<file path="src/rtl/multicycle_controller.sv">
// multicycle_controller
//   Moore main-control FSM for the multi-cycle RV32I core. Decodes the
//   instruction-register fields and drives imm_src for the immediate
//   extender, plus every datapath mux select and write enable.
//
//   Ports:
//     clk, rst                 rising-edge clock, synchronous active-high reset
//     op, funct3, funct7b5     instruction fields (instr[6:0], [14:12], [30])
//     zero                     ALU zero flag (branch resolution)
//     pc_write, ir_write,
//     mem_write, reg_write     write enables (forced 0 while rst=1)
//     adr_src, result_src,
//     alu_src_a, alu_src_b     datapath mux selects
//     alu_control              ALU operation
//     imm_src                  immediate format for the extender
//     state                    debug copy of the state register
//     illegal                  high in the ERROR state
//
//   Build option:
//     ILLEGAL_TRAP_EN  when defined, an unsupported opcode in DECODE parks the
//                      FSM in ERROR (illegal=1) until reset. When undefined,
//                      it returns to FETCH and illegal is tied 0.

module multicycle_controller #(
    parameter int STATE_W = 4
) (
    input  logic               clk,
    input  logic               rst,
    input  logic [6:0]         op,
    input  logic [2:0]         funct3,
    input  logic               funct7b5,
    input  logic               zero,
    output logic               pc_write,
    output logic               adr_src,
    output logic               mem_write,
    output logic               ir_write,
    output logic               reg_write,
    output logic [1:0]         result_src,
    output logic [1:0]         alu_src_a,
    output logic [1:0]         alu_src_b,
    output logic [2:0]         alu_control,
    output logic [2:0]         imm_src,
    output logic [STATE_W-1:0] state,
    output logic               illegal
);

    localparam logic [STATE_W-1:0] FETCH    = STATE_W'(0);
    localparam logic [STATE_W-1:0] DECODE   = STATE_W'(1);
    localparam logic [STATE_W-1:0] MEMADR   = STATE_W'(2);
    localparam logic [STATE_W-1:0] MEMREAD  = STATE_W'(3);
    localparam logic [STATE_W-1:0] MEMWB    = STATE_W'(4);
    localparam logic [STATE_W-1:0] MEMWRITE = STATE_W'(5);
    localparam logic [STATE_W-1:0] EXECUTER = STATE_W'(6);
    localparam logic [STATE_W-1:0] ALUWB    = STATE_W'(7);
    localparam logic [STATE_W-1:0] EXECUTEI = STATE_W'(8);
    localparam logic [STATE_W-1:0] JAL      = STATE_W'(9);
    localparam logic [STATE_W-1:0] BRANCH   = STATE_W'(10);
    localparam logic [STATE_W-1:0] LUI      = STATE_W'(11);
`ifdef ILLEGAL_TRAP_EN
    localparam logic [STATE_W-1:0] ERROR    = STATE_W'(12);
`endif

    localparam logic [6:0] OP_LOAD   = 7'b0000011;
    localparam logic [6:0] OP_STORE  = 7'b0100011;
    localparam logic [6:0] OP_RTYPE  = 7'b0110011;
    localparam logic [6:0] OP_ITYPE  = 7'b0010011;
    localparam logic [6:0] OP_BRANCH = 7'b1100011;
    localparam logic [6:0] OP_JAL    = 7'b1101111;
    localparam logic [6:0] OP_LUI    = 7'b0110111;
    localparam logic [6:0] OP_AUIPC  = 7'b0010111;

    localparam logic [2:0] ALU_ADD = 3'b000;
    localparam logic [2:0] ALU_SUB = 3'b001;
    localparam logic [2:0] ALU_AND = 3'b010;
    localparam logic [2:0] ALU_OR  = 3'b011;
    localparam logic [2:0] ALU_XOR = 3'b100;
    localparam logic [2:0] ALU_SLT = 3'b101;
    localparam logic [2:0] ALU_SLL = 3'b110;
    localparam logic [2:0] ALU_SRL = 3'b111;

    logic [STATE_W-1:0] state_q;
    logic [STATE_W-1:0] state_d;

    // funct3 -> ALU op; allow_sub distinguishes R-type sub from I-type addi.
    function automatic logic [2:0] alu_decode(input logic [2:0] f3,
                                              input logic       f7b5,
                                              input logic       allow_sub);
        logic [2:0] r;
        case (f3)
            3'b000:  r = (allow_sub && f7b5) ? ALU_SUB : ALU_ADD;
            3'b111:  r = ALU_AND;
            3'b110:  r = ALU_OR;
            3'b100:  r = ALU_XOR;
            3'b010:  r = ALU_SLT;
            3'b001:  r = ALU_SLL;
            3'b101:  r = ALU_SRL;
            default: r = ALU_ADD;
        endcase
        return r;
    endfunction

    always_ff @(posedge clk) begin
        if (rst) state_q <= FETCH;
        else     state_q <= state_d;
    end

    always_comb begin
        state_d = FETCH;
        case (state_q)
            FETCH:    state_d = DECODE;
            DECODE: begin
                case (op)
                    OP_LOAD, OP_STORE: state_d = MEMADR;
                    OP_RTYPE:          state_d = EXECUTER;
                    OP_ITYPE:          state_d = EXECUTEI;
                    OP_BRANCH:         state_d = BRANCH;
                    OP_JAL:            state_d = JAL;
                    OP_LUI:            state_d = LUI;
                    OP_AUIPC:          state_d = ALUWB;
`ifdef ILLEGAL_TRAP_EN
                    default:           state_d = ERROR;
`else
                    default:           state_d = FETCH;
`endif
                endcase
            end
            MEMADR:   state_d = (op == OP_STORE) ? MEMWRITE : MEMREAD;
            MEMREAD:  state_d = MEMWB;
            EXECUTER: state_d = ALUWB;
            EXECUTEI: state_d = ALUWB;
            JAL:      state_d = ALUWB;
            LUI:      state_d = ALUWB;
`ifdef ILLEGAL_TRAP_EN
            ERROR:    state_d = ERROR;
`endif
            default:  state_d = FETCH;
        endcase
    end

    // imm_src follows op in every state so the extender output is ready
    // by the time DECODE computes the branch/jal/auipc target.
    always_comb begin
        case (op)
            OP_STORE:          imm_src = 3'b001;
            OP_BRANCH:         imm_src = 3'b010;
            OP_JAL:            imm_src = 3'b011;
            OP_LUI, OP_AUIPC:  imm_src = 3'b100;
            default:           imm_src = 3'b000;
        endcase
    end

    always_comb begin
        pc_write    = 1'b0;
        adr_src     = 1'b0;
        mem_write   = 1'b0;
        ir_write    = 1'b0;
        reg_write   = 1'b0;
        result_src  = 2'b00;
        alu_src_a   = 2'b00;
        alu_src_b   = 2'b00;
        alu_control = ALU_ADD;
        case (state_q)
            FETCH: begin
                ir_write   = 1'b1;
                pc_write   = 1'b1;
                alu_src_b  = 2'b10;
                result_src = 2'b10;
            end
            DECODE: begin
                alu_src_a = 2'b01;
                alu_src_b = 2'b01;
            end
            MEMADR: begin
                alu_src_a = 2'b10;
                alu_src_b = 2'b01;
            end
            MEMREAD:  adr_src = 1'b1;
            MEMWB: begin
                result_src = 2'b01;
                reg_write  = 1'b1;
            end
            MEMWRITE: begin
                adr_src   = 1'b1;
                mem_write = 1'b1;
            end
            EXECUTER: begin
                alu_src_a   = 2'b10;
                alu_control = alu_decode(funct3, funct7b5, 1'b1);
            end
            EXECUTEI: begin
                alu_src_a   = 2'b10;
                alu_src_b   = 2'b01;
                alu_control = alu_decode(funct3, funct7b5, 1'b0);
            end
            ALUWB:    reg_write = 1'b1;
            // alu_out still holds the DECODE target; ALU makes old_pc+4 as link.
            JAL: begin
                alu_src_a = 2'b01;
                alu_src_b = 2'b10;
                pc_write  = 1'b1;
            end
            LUI: begin
                alu_src_a = 2'b11;
                alu_src_b = 2'b01;
            end
            BRANCH: begin
                alu_src_a   = 2'b10;
                alu_control = ALU_SUB;
                case (funct3)
                    3'b000:  pc_write = zero;
                    3'b001:  pc_write = ~zero;
                    default: pc_write = 1'b0;
                endcase
            end
            default: ;
        endcase
        // Reset aborts any in-flight instruction without side effects.
        if (rst) begin
            pc_write  = 1'b0;
            ir_write  = 1'b0;
            mem_write = 1'b0;
            reg_write = 1'b0;
        end
    end

`ifdef ILLEGAL_TRAP_EN
    assign illegal = (state_q == ERROR);
`else
    assign illegal = 1'b0;
`endif

    assign state = state_q;

endmodule

</file>
<file path="config.mk">
export PLATFORM = sky130hd
export DESIGN_NAME = multicycle_controller
export DESIGN_NICKNAME = d
export VERILOG_FILES = /design/src/rtl/multicycle_controller.sv
export SDC_FILE = /design/constraint.sdc
export NUM_CORES = 1
export LEC_CHECK = 0
export ABC_AREA = 1
export BUFFER_PORTS_ARGS = -buffer_cell sky130_fd_sc_hd__buf_2
export CORE_MARGIN = 1.5
export CORE_UTILIZATION = 42
export DETAILED_ROUTE_END_ITERATION = 10
export HOLD_SLACK_MARGIN = 0.06
export PLACE_DENSITY = 0.81
export SYNTH_ARGS = -nofsm -noshare
export SYNTH_HDL_FRONTEND = slang
export SYNTH_SLANG_ARGS = --single-unit
</file>
<file path="constraint.sdc">
create_clock -name clk -period 1.4 [get_ports clk]
set_input_delay 0.28 -clock clk [delete_from_list [all_inputs] [get_ports clk]]
set_output_delay 0.28 -clock clk [all_outputs]
set_load 0.1 [all_outputs]
</file>
==> impl_metrics.csv, run 1 <==
group,metric,value,unit
logic_synthesis,synth_area,608,um2
logic_synthesis,synth_compound_area_frac,0.202,
floorplan,die_y,41.1,um
floorplan,io_pins,36,
logic_synthesis,synth_top_family_by_area,"simple AND/OR/NAND/NOR gates",
run_status,outcome,"aborted with a tool error",
logic_synthesis,ys_ff_latch,4,
logic_synthesis,seq_area_frac_synth,0.132,
placed_design,routabilityCongestion,0.899,
logic_synthesis,synthCells,123,
run_status,stop_stage,"detailed placement (3_5_place_dp)",
logic_synthesis,synthAdderAreaFrac,0,
logic_synthesis,synth_mux_area_frac,0,
logic_synthesis,synth_xor_area_frac,0,
placed_design,portBuffers,34,
logic_synthesis,syn-num-nets,137,
logic_synthesis,netlist-cell-type-count,20,
run_status,stop_error,"[ERROR DPL-0038] Utilization greater than 100%, impossible to legalize",
logic_synthesis,ys_top_cells_by_area,"nand2_1 (25%), inv_1 (14%), dfxtp_1 (13%), nor2_1 (11%), a21oi_1 (9.9%)",
floorplan,rows,13,
logic_synthesis,yosysTopAreaCellShare,0.247,
floorplan,die_w,41.1,um
logic_synthesis,ys_warn_count,0,
floorplan,start_util,0.462,
logic_synthesis,yosys.area_share.simple,0.506,
logic_synthesis,avgSynthCellArea,4.94,um2
logic_synthesis,synth_top_area_cell,"nand2_1",
==> cells in the mapped netlist <==
master	number
a31oi_1	1
nor2_1	18
o21ai_2	2
buf_4	1
nand4_1	1
nand2_2	1
dfxtp_1	4
a211oi_1	1
conb_1	1
nor3_1	1
nand3b_1	1
a21oi_2	1
nand2_1	40
nand3_1	6
nor3_2	1
o21bai_1	1
a21oi_1	12
inv_1	23
nor2_2	4
o21ai_0	3
==> metrics by stage <==
stage          cell area [um2]  TNS, ps  setup WS (ps)  std cells
2_1_floorplan              781    -6800           -851        123
3_3_place_gp              1490     -421          -99.0        199
==> cells by family after synthesis <==
logic type / after synthesis
DFF: 4
AOI/OAI and AO/OA: 21
other: 1
and+or+nand+nor: 73
buffers and inverters: 24
==> run 2: changes to the inputs <==
--- a/config.mk
+++ b/config.mk
@@ -7,11 +7,10 @@
 export LEC_CHECK = 0
 export ABC_AREA = 1
 export BUFFER_PORTS_ARGS = -buffer_cell sky130_fd_sc_hd__buf_2
-export CORE_MARGIN = 1.5
-export CORE_UTILIZATION = 42
+export CORE_AREA = 2 2 63 65
 export DETAILED_ROUTE_END_ITERATION = 10
-export HOLD_SLACK_MARGIN = 0.06
-export PLACE_DENSITY = 0.81
+export DIE_AREA = 0 0 65 67
+export PLACE_DENSITY_LB_ADDON = 0.15
 export SYNTH_ARGS = -nofsm -noshare
 export SYNTH_HDL_FRONTEND = slang
 export SYNTH_SLANG_ARGS = --single-unit
==> run 2 against run 1 <==
  * The flow now finishes, with violations (setup timing)
  * Synthesized cell count stayed put
  * Area after synthesis unchanged
==> impl_metrics.csv, run 2 <==
group,metric,value,unit
run_status,outcome,"finished with violations",
run_status,violations,"setup timing",
worst_setup_path,path_cells,"inv_4 -> nor2_4 -> inv_2 -> nor2_1 -> buf_4 -> a31oi_4 -> nor2_4 -> buf_12",
cts,clk_latency,220,ps
logic_synthesis,yosysTopAreaCellShare,0.247,
power_and_ir_drop,ir_worst_vdd,0.260,mV
final_layout,seq_area,95.1,um2
placed_design,routabilityCongestion,0.845,
power_and_ir_drop,power,0.789,mW
logic_synthesis,ys_ff_latch,4,
worst_setup_path,rr_worst_depth,9,
floorplan,io_pins,36,
run,maxCapViolCount,0,
final_layout,largest_reg_flops,4,
final_layout,fin_util,0.464,
power_and_ir_drop,p_seq_frac,0.150,
logic_synthesis,synth-async-reset-ratio,0,
final_layout,layout_commonest_cell,"nand2_1",
timing,finalCritPeriodShare,1.19,
power_and_ir_drop,p_clk_frac,0.308,
routing,post_drt_wl_per_cell,9.38,um
global_route,grt_usage,0.114,
timing,final.setup_skew,1.60,ps
cts,htreeDepth,1,
placed_design,placed_area,1510,um2
cts,path_clk_slew,30,ps
floorplan,rows,22,
floorplan,start_util,0.169,
logic_synthesis,synth_edf_count,0,
final_layout,syn_to_final_growth,175,%
routing,drtPass1Iterations,4,
logic_synthesis,netlist-cell-type-count,20,
logic_synthesis,avgSynthCellArea,4.94,um2
final_layout,fin_area,1670,um2
logic_synthesis,ys.flop_type,"dfxtp_1",
routing,num_vias,937,
routing,drt-initial-drc-count,21,
global_route,first_global_vias,984,
logic_synthesis,seq_area_frac_synth,0.132,
routing,wl,2190,um
power_and_ir_drop,leakage,0.772,nW
floorplan,core_area,3610,um2
routing,viasPerCell,4.02,
final_layout,mostFrequentLayoutCells,"nand2_1 (26), buf_12 (21), buf_4 (19)",
worst_setup_path,required,1120,ps
timing,hold_viol_final,0,
worst_setup_path,worst_setup_path_start_kind,"register",
routing,drc,0,
power_and_ir_drop,p_switching,0.337,mW
placed_design,dp_hpwl,1910,um
global_route,antenna_found_initial,0,
logic_synthesis,ys_top_cells_by_count,"nand2_1 (40), inv_1 (23), nor2_1 (18)",
cts,clock-sinks,4,
final_layout,diodes,0,
worst_setup_path,critPathBufInv,4,
logic_synthesis,synth_top_area_cell,"nand2_1",
logic_synthesis,ys_warn_count,0,
routing,ant_nets,0,
logic_synthesis,yosys.cell_count.top_type,"nand2_1",
worst_setup_path,cp_common_cell,"nor2_4",
logic_synthesis,ys_top_cells_by_area,"nand2_1 (25%), inv_1 (14%), dfxtp_1 (13%), nor2_1 (11%), a21oi_1 (9.9%)",
timing,setup_ws,-262,ps
worst_setup_path,crit_path_max_fanout,3,
cts,clock_path_buffers,2,
logic_synthesis,syn-num-nets,137,
timing,finalSetupViolCount,14,
final_layout,multi_input_area,672,um2
worst_setup_path,cp.depth,8,
logic_synthesis,synth_area,608,um2
final_layout,fin_cells,233,
worst_setup_path,slowest_stage,"dfxtp_4",
cts,cts_buffers,3,
final_layout,fin_nets,201,
placed_design,portBuffers,34,
floorplan,die_area,4360,um2
logic_synthesis,synthCells,123,
global_route,grt_first_pass_wirelength,3950,um
final_layout,nFillCells,365,
timing,fmax,0.602,GHz
cts,postCtsHoldBufs,0,
global_route,grt_max_degree,6,
timing,fin_crit,1660,ps
worst_setup_path,end_kind,"output pin",
power_and_ir_drop,combPwrFrac,0.542,
power_and_ir_drop,cellPowerDensity,472,nW/um2
floorplan,die_w,65,um
placed_design,dpl.cell_count,229,
worst_setup_path,critPathMaxStageDelay,340,ps
cts,cts_tree,"built",
timing,rsz0062_at_grt,"yes",
worst_setup_path,critPathKind,"register to output pin",
final_layout,drive_above_1_share,0.643,
global_route,grt.overflow.total,0,
min_path,whs_path_depth,3,
timing,maxSlewViolCount,0,
cts,root_buffer,"clkbuf_8",
power_and_ir_drop,p_sw_frac,0.427,
power_and_ir_drop,power.internal,0.452,mW
worst_setup_path,critPathTopFamily,"buffers and inverters",
min_path,min_path_type,"input pin to register",
worst_setup_path,crit_arrival,1380,ps
floorplan,die_y,67,um
[run 2: cell counts after synthesis]
No cell type changed its count.
[run 2: cell type report]
class / instances / share of cell area
tap: 48 / 0.0359
multi-input combinational: 95 / 0.402
sequential: 4 / 0.0569
clock buffer: 3 / 0.0247
timing repair buffer: 60 / 0.423
inverter: 23 / 0.0576
[run 2: cells by family after synthesis]
| logic type | synth area share |
|---|---|
| simple gates | 0.506 |
| flops | 0.132 |
| buf+inv | 0.154 |
| other cells | 0.00617 |
| compound gates | 0.202 |
[run 2: per-stage QoR]
| stage | setup slack, ps | hold WS [ps] | setup TNS, ps |
|---|---|---|---|
| floorplan | -851 | 339 | -6800 |
| global placement | -140 | 597 | -512 |
| detailed placement | -207 | 606 | -605 |
| CTS | -289 | 407 | -2990 |
| global route | -327 | 420 | -3510 |
| finish | -262 | 396 | -2640 |
[run 2: repair_timing]
item | CTS | global route
pin swaps | 6 | 8
gates resized for setup | 20 | 17
buffers inserted | 2 | 0
setup endpoints to repair | 15 | 21
endpoints found under the hold margin | 0 | 0
[run 2: final timing paths]
check / from / end / slack (ps)
max: state[3] / pc_write / -260
min reg2reg: state[0] / state[0] / 730
min: rst / state[0] / 400
max reg2reg: state[3] / state[3] / 130
[run 2: power by group through the flow]
stage | sequential [mW] | combinational [mW] | clock, mW
global route | 0.119 | 0.450 | 0.262
global placement | 0.118 | 0.407 | 0
detailed placement | 0.119 | 0.410 | 0
floorplan | 0.139 | 0.228 | 0
CTS | 0.118 | 0.419 | 0.247
finish | 0.118 | 0.428 | 0.243
[run 2: worst reg2reg max path, delay by kind of cell, from the launching register on]
kind / cells / cell delay (ps)
and+or+nand+nor: 5 / 490
buffers and inverters: 3 / 320
DFF: 1 / 340
AOI/OAI and AO/OA: 1 / 50
[run 2: layer usage]
metal  wire [um]  share of wire  vias up  global-route usage
met5           0              0        -                   0
met4          37          0.017        0              0.0479
met3         105          0.048        5              0.0220
met2        1140           0.52       26               0.206
met1         903           0.41      404               0.131
li1            -              -      502                   -
Note: power is estimated with default switching activity, not from simulation.
==> run 3: changes to the inputs <==
--- a/config.mk
+++ b/config.mk
@@ -11,6 +11,7 @@
 export DETAILED_ROUTE_END_ITERATION = 10
 export DIE_AREA = 0 0 65 67
 export PLACE_DENSITY_LB_ADDON = 0.15
+export REMOVE_ABC_BUFFERS = 1
 export SYNTH_ARGS = -nofsm -noshare
 export SYNTH_HDL_FRONTEND = slang
 export SYNTH_SLANG_ARGS = --single-unit
==> constraint.sdc (replaced) <==
create_clock -name clk -period 1.4 [get_ports clk]
set_input_delay 0.14 -clock clk [delete_from_list [all_inputs] [get_ports clk]]
set_output_delay 0.14 -clock clk [all_outputs]
set_load 0.1 [all_outputs]
==> run 3 against run 2 <==
  * The run still ends with setup timing left
  * Power fell by 5.5%
  * Fmax rose by 7.3%
  * Via count rose by 0.11%
  * Highest routed layer is now met3
  * Worst setup slack improved by 110 ps
  * Cell count fell by 2.1%
  * Largest cell class unchanged
==> impl_metrics.csv, run 3 (synthesis results as in run 2) <==
group,metric,value,unit
timing,maxSlewViolCount,0,
timing,fmax,0.646,GHz
final_layout,diodes,0,
timing,hold_viol_final,0,
routing,wl,2210,um
final_layout,layout_commonest_cell,"nand2_1",
global_route,grt.overflow.total,0,
routing,num_vias,938,
final_layout,fin_util,0.404,
final_layout,syn_to_final_growth,140,%
global_route,first_global_vias,899,
final_layout,largest_reg_flops,4,
timing,finalCritPeriodShare,1.11,
timing,fin_crit,1550,ps
global_route,grt_usage,0.106,
cts,cts_buffers,3,
cts,clock-sinks,4,
min_path,min_to,"state[0]",
min_path,holdCritStartpoint,"rst",
timing,rsz0062_at_grt,"yes",
worst_setup_path,crit_path_max_fanout,4,
placed_design,routabilityCongestion,0.808,
worst_setup_path,critPathKind,"register to output pin",
final_layout,mostFrequentLayoutCells,"nand2_1 (33), buf_2 (17), buf_12 (17), buf_4 (17), inv_1 (14)",
global_route,grt_max_degree,7,
global_route,grt_first_pass_wirelength,3730,um
floorplan,io_pins,36,
final_layout,fin_cells,228,
worst_setup_path,end_kind,"output pin",
worst_setup_path,r2r_slack,10,ps
cts,path_clk_slew,30,ps
run,maxCapViolCount,0,
worst_setup_path,worst_setup_path_start_kind,"register",
timing,finalSetupViolCount,11,
power_and_ir_drop,ir_worst_vdd,0.147,mV
worst_setup_path,rr_worst_depth,10,
floorplan,die_w,65,um
routing,drc,0,
worst_setup_path,r2r-start,"state[3]",
placed_design,dp_hpwl,1770,um
cts,htreeDepth,1,
routing,drt-initial-drc-count,25,
timing,setup_ws,-148,ps
worst_setup_path,path_cells,"buf_4 -> nor2_4 -> a21oi_2 -> nor3_2 -> buf_12",
placed_design,dpl.cell_count,222,
floorplan,start_util,0.169,
routing,ant_nets,0,
worst_setup_path,slowest_stage,"dfxtp_2",
min_path,whs_path_depth,2,
routing,post_drt_wl_per_cell,9.71,um
worst_setup_path,timing.rr.end,"state[3]",
final_layout,fin_nets,196,
final_layout,drive_above_1_share,0.561,
floorplan,core_area,3610,um2
min_path,min_path_type,"input pin to register",
power_and_ir_drop,cellPowerDensity,512,nW/um2
cts,clk_latency,210,ps
worst_setup_path,critPathMaxStageDelay,320,ps
timing,final.setup_skew,1.30,ps
cts,root_buffer,"clkbuf_8",
routing,viasPerCell,4.11,
worst_setup_path,crit_arrival,1410,ps
floorplan,die_y,67,um
placed_design,portBuffers,34,
run_status,violations,"setup timing",
floorplan,die_area,4360,um2
floorplan,rows,22,
run_status,outcome,"finished with violations",
power_and_ir_drop,leakage,0.744,nW
global_route,antenna_found_initial,0,
routing,drtPass1Iterations,4,
worst_setup_path,required,1260,ps
cts,cts_tree,"built",
cts,clock_path_buffers,2,
-- run 3: changes by cell type in the layout (fill, tap and decap cells not counted), moves of 4 or more --
| cell | delta |
|---|---|
| nand2_1 | +7 |
| nand2_2 | -9 |
| buf_2 | +4 |
| buf_12 | -4 |
-- run 3: how the worst max path moves through the flow --
stage	to	slack, ps	startpoint	depth (start not counted)
after detailed placement	pc_write	-60	state[3]	7
final	alu_control[2]	-150	state[3]	5
after CTS	pc_write	-140	state[3]	7
after global placement	alu_control[0]	-40	state[1]	6
after global routing	alu_control[2]	-200	state[3]	5
after floorplan	pc_write	-2410	state[3]	6
-- run 3: final cells by class --
| class | count | area (um2) |
|---|---|---|
| clock buffers | 3 | 41.3 |
| multi-input cells | 95 | 569 |
| inverters | 23 | 96.3 |
| fillers | 375 | 2150 |
| flip-flops and latches | 4 | 92.6 |
| repair buffers | 55 | 598 |
| well taps | 48 | 60.1 |
-- run 3: worst max-delay path, delay by kind of cell (launching register included) --
family	cells	cell delay (ps)
flip-flops	1	320
buffers and inverters	2	360
AO/OA/AOI/OAI	1	120
AND/OR/NAND/NOR	2	380
-- run 3: metrics by stage --
| step | TNS, ps | worst slack [ps] | total power [mW] | hold slack (ps) | instance area [um2] |
|---|---|---|---|---|---|
| 2_1_floorplan | -24120 | -2410 | 0.336 | 209 | 601 |
| 3_3_place_gp | -65.1 | -41.3 | 0.480 | 407 | 1220 |
| 3_5_place_dp | -147 | -59.4 | 0.481 | 392 | 1220 |
| 4_1_cts | -1030 | -138 | 0.729 | 165 | 1340 |
| 5_1_grt | -1800 | -201 | 0.785 | 203 | 1460 |
| 6_report | -921 | -148 | 0.746 | 172 | 1460 |
-- run 3: layer usage --
metal  vias up  GRT usage  part of all wire
li1        499          -                 -
met1       414      0.125              0.43
met2        25      0.195              0.51
met3         0     0.0253             0.058
met4         0     0.0239                 0
met5         -          0                 0
-- run 3: where the power goes --
group / internal (mW) / total, mW / switching [mW]
sequential: 0.114 / 0.122 / 0.00793
combinational: 0.141 / 0.394 / 0.253
clock: 0.182 / 0.231 / 0.0483
-- run 3: what timing repair did --
action                     CTS  global route
hold buffers                 0             0
hold endpoints to repair     0             0
pin swaps                    5            12
setup endpoints to repair   14            15
setup buffers                1             3
gates resized for setup     27            32
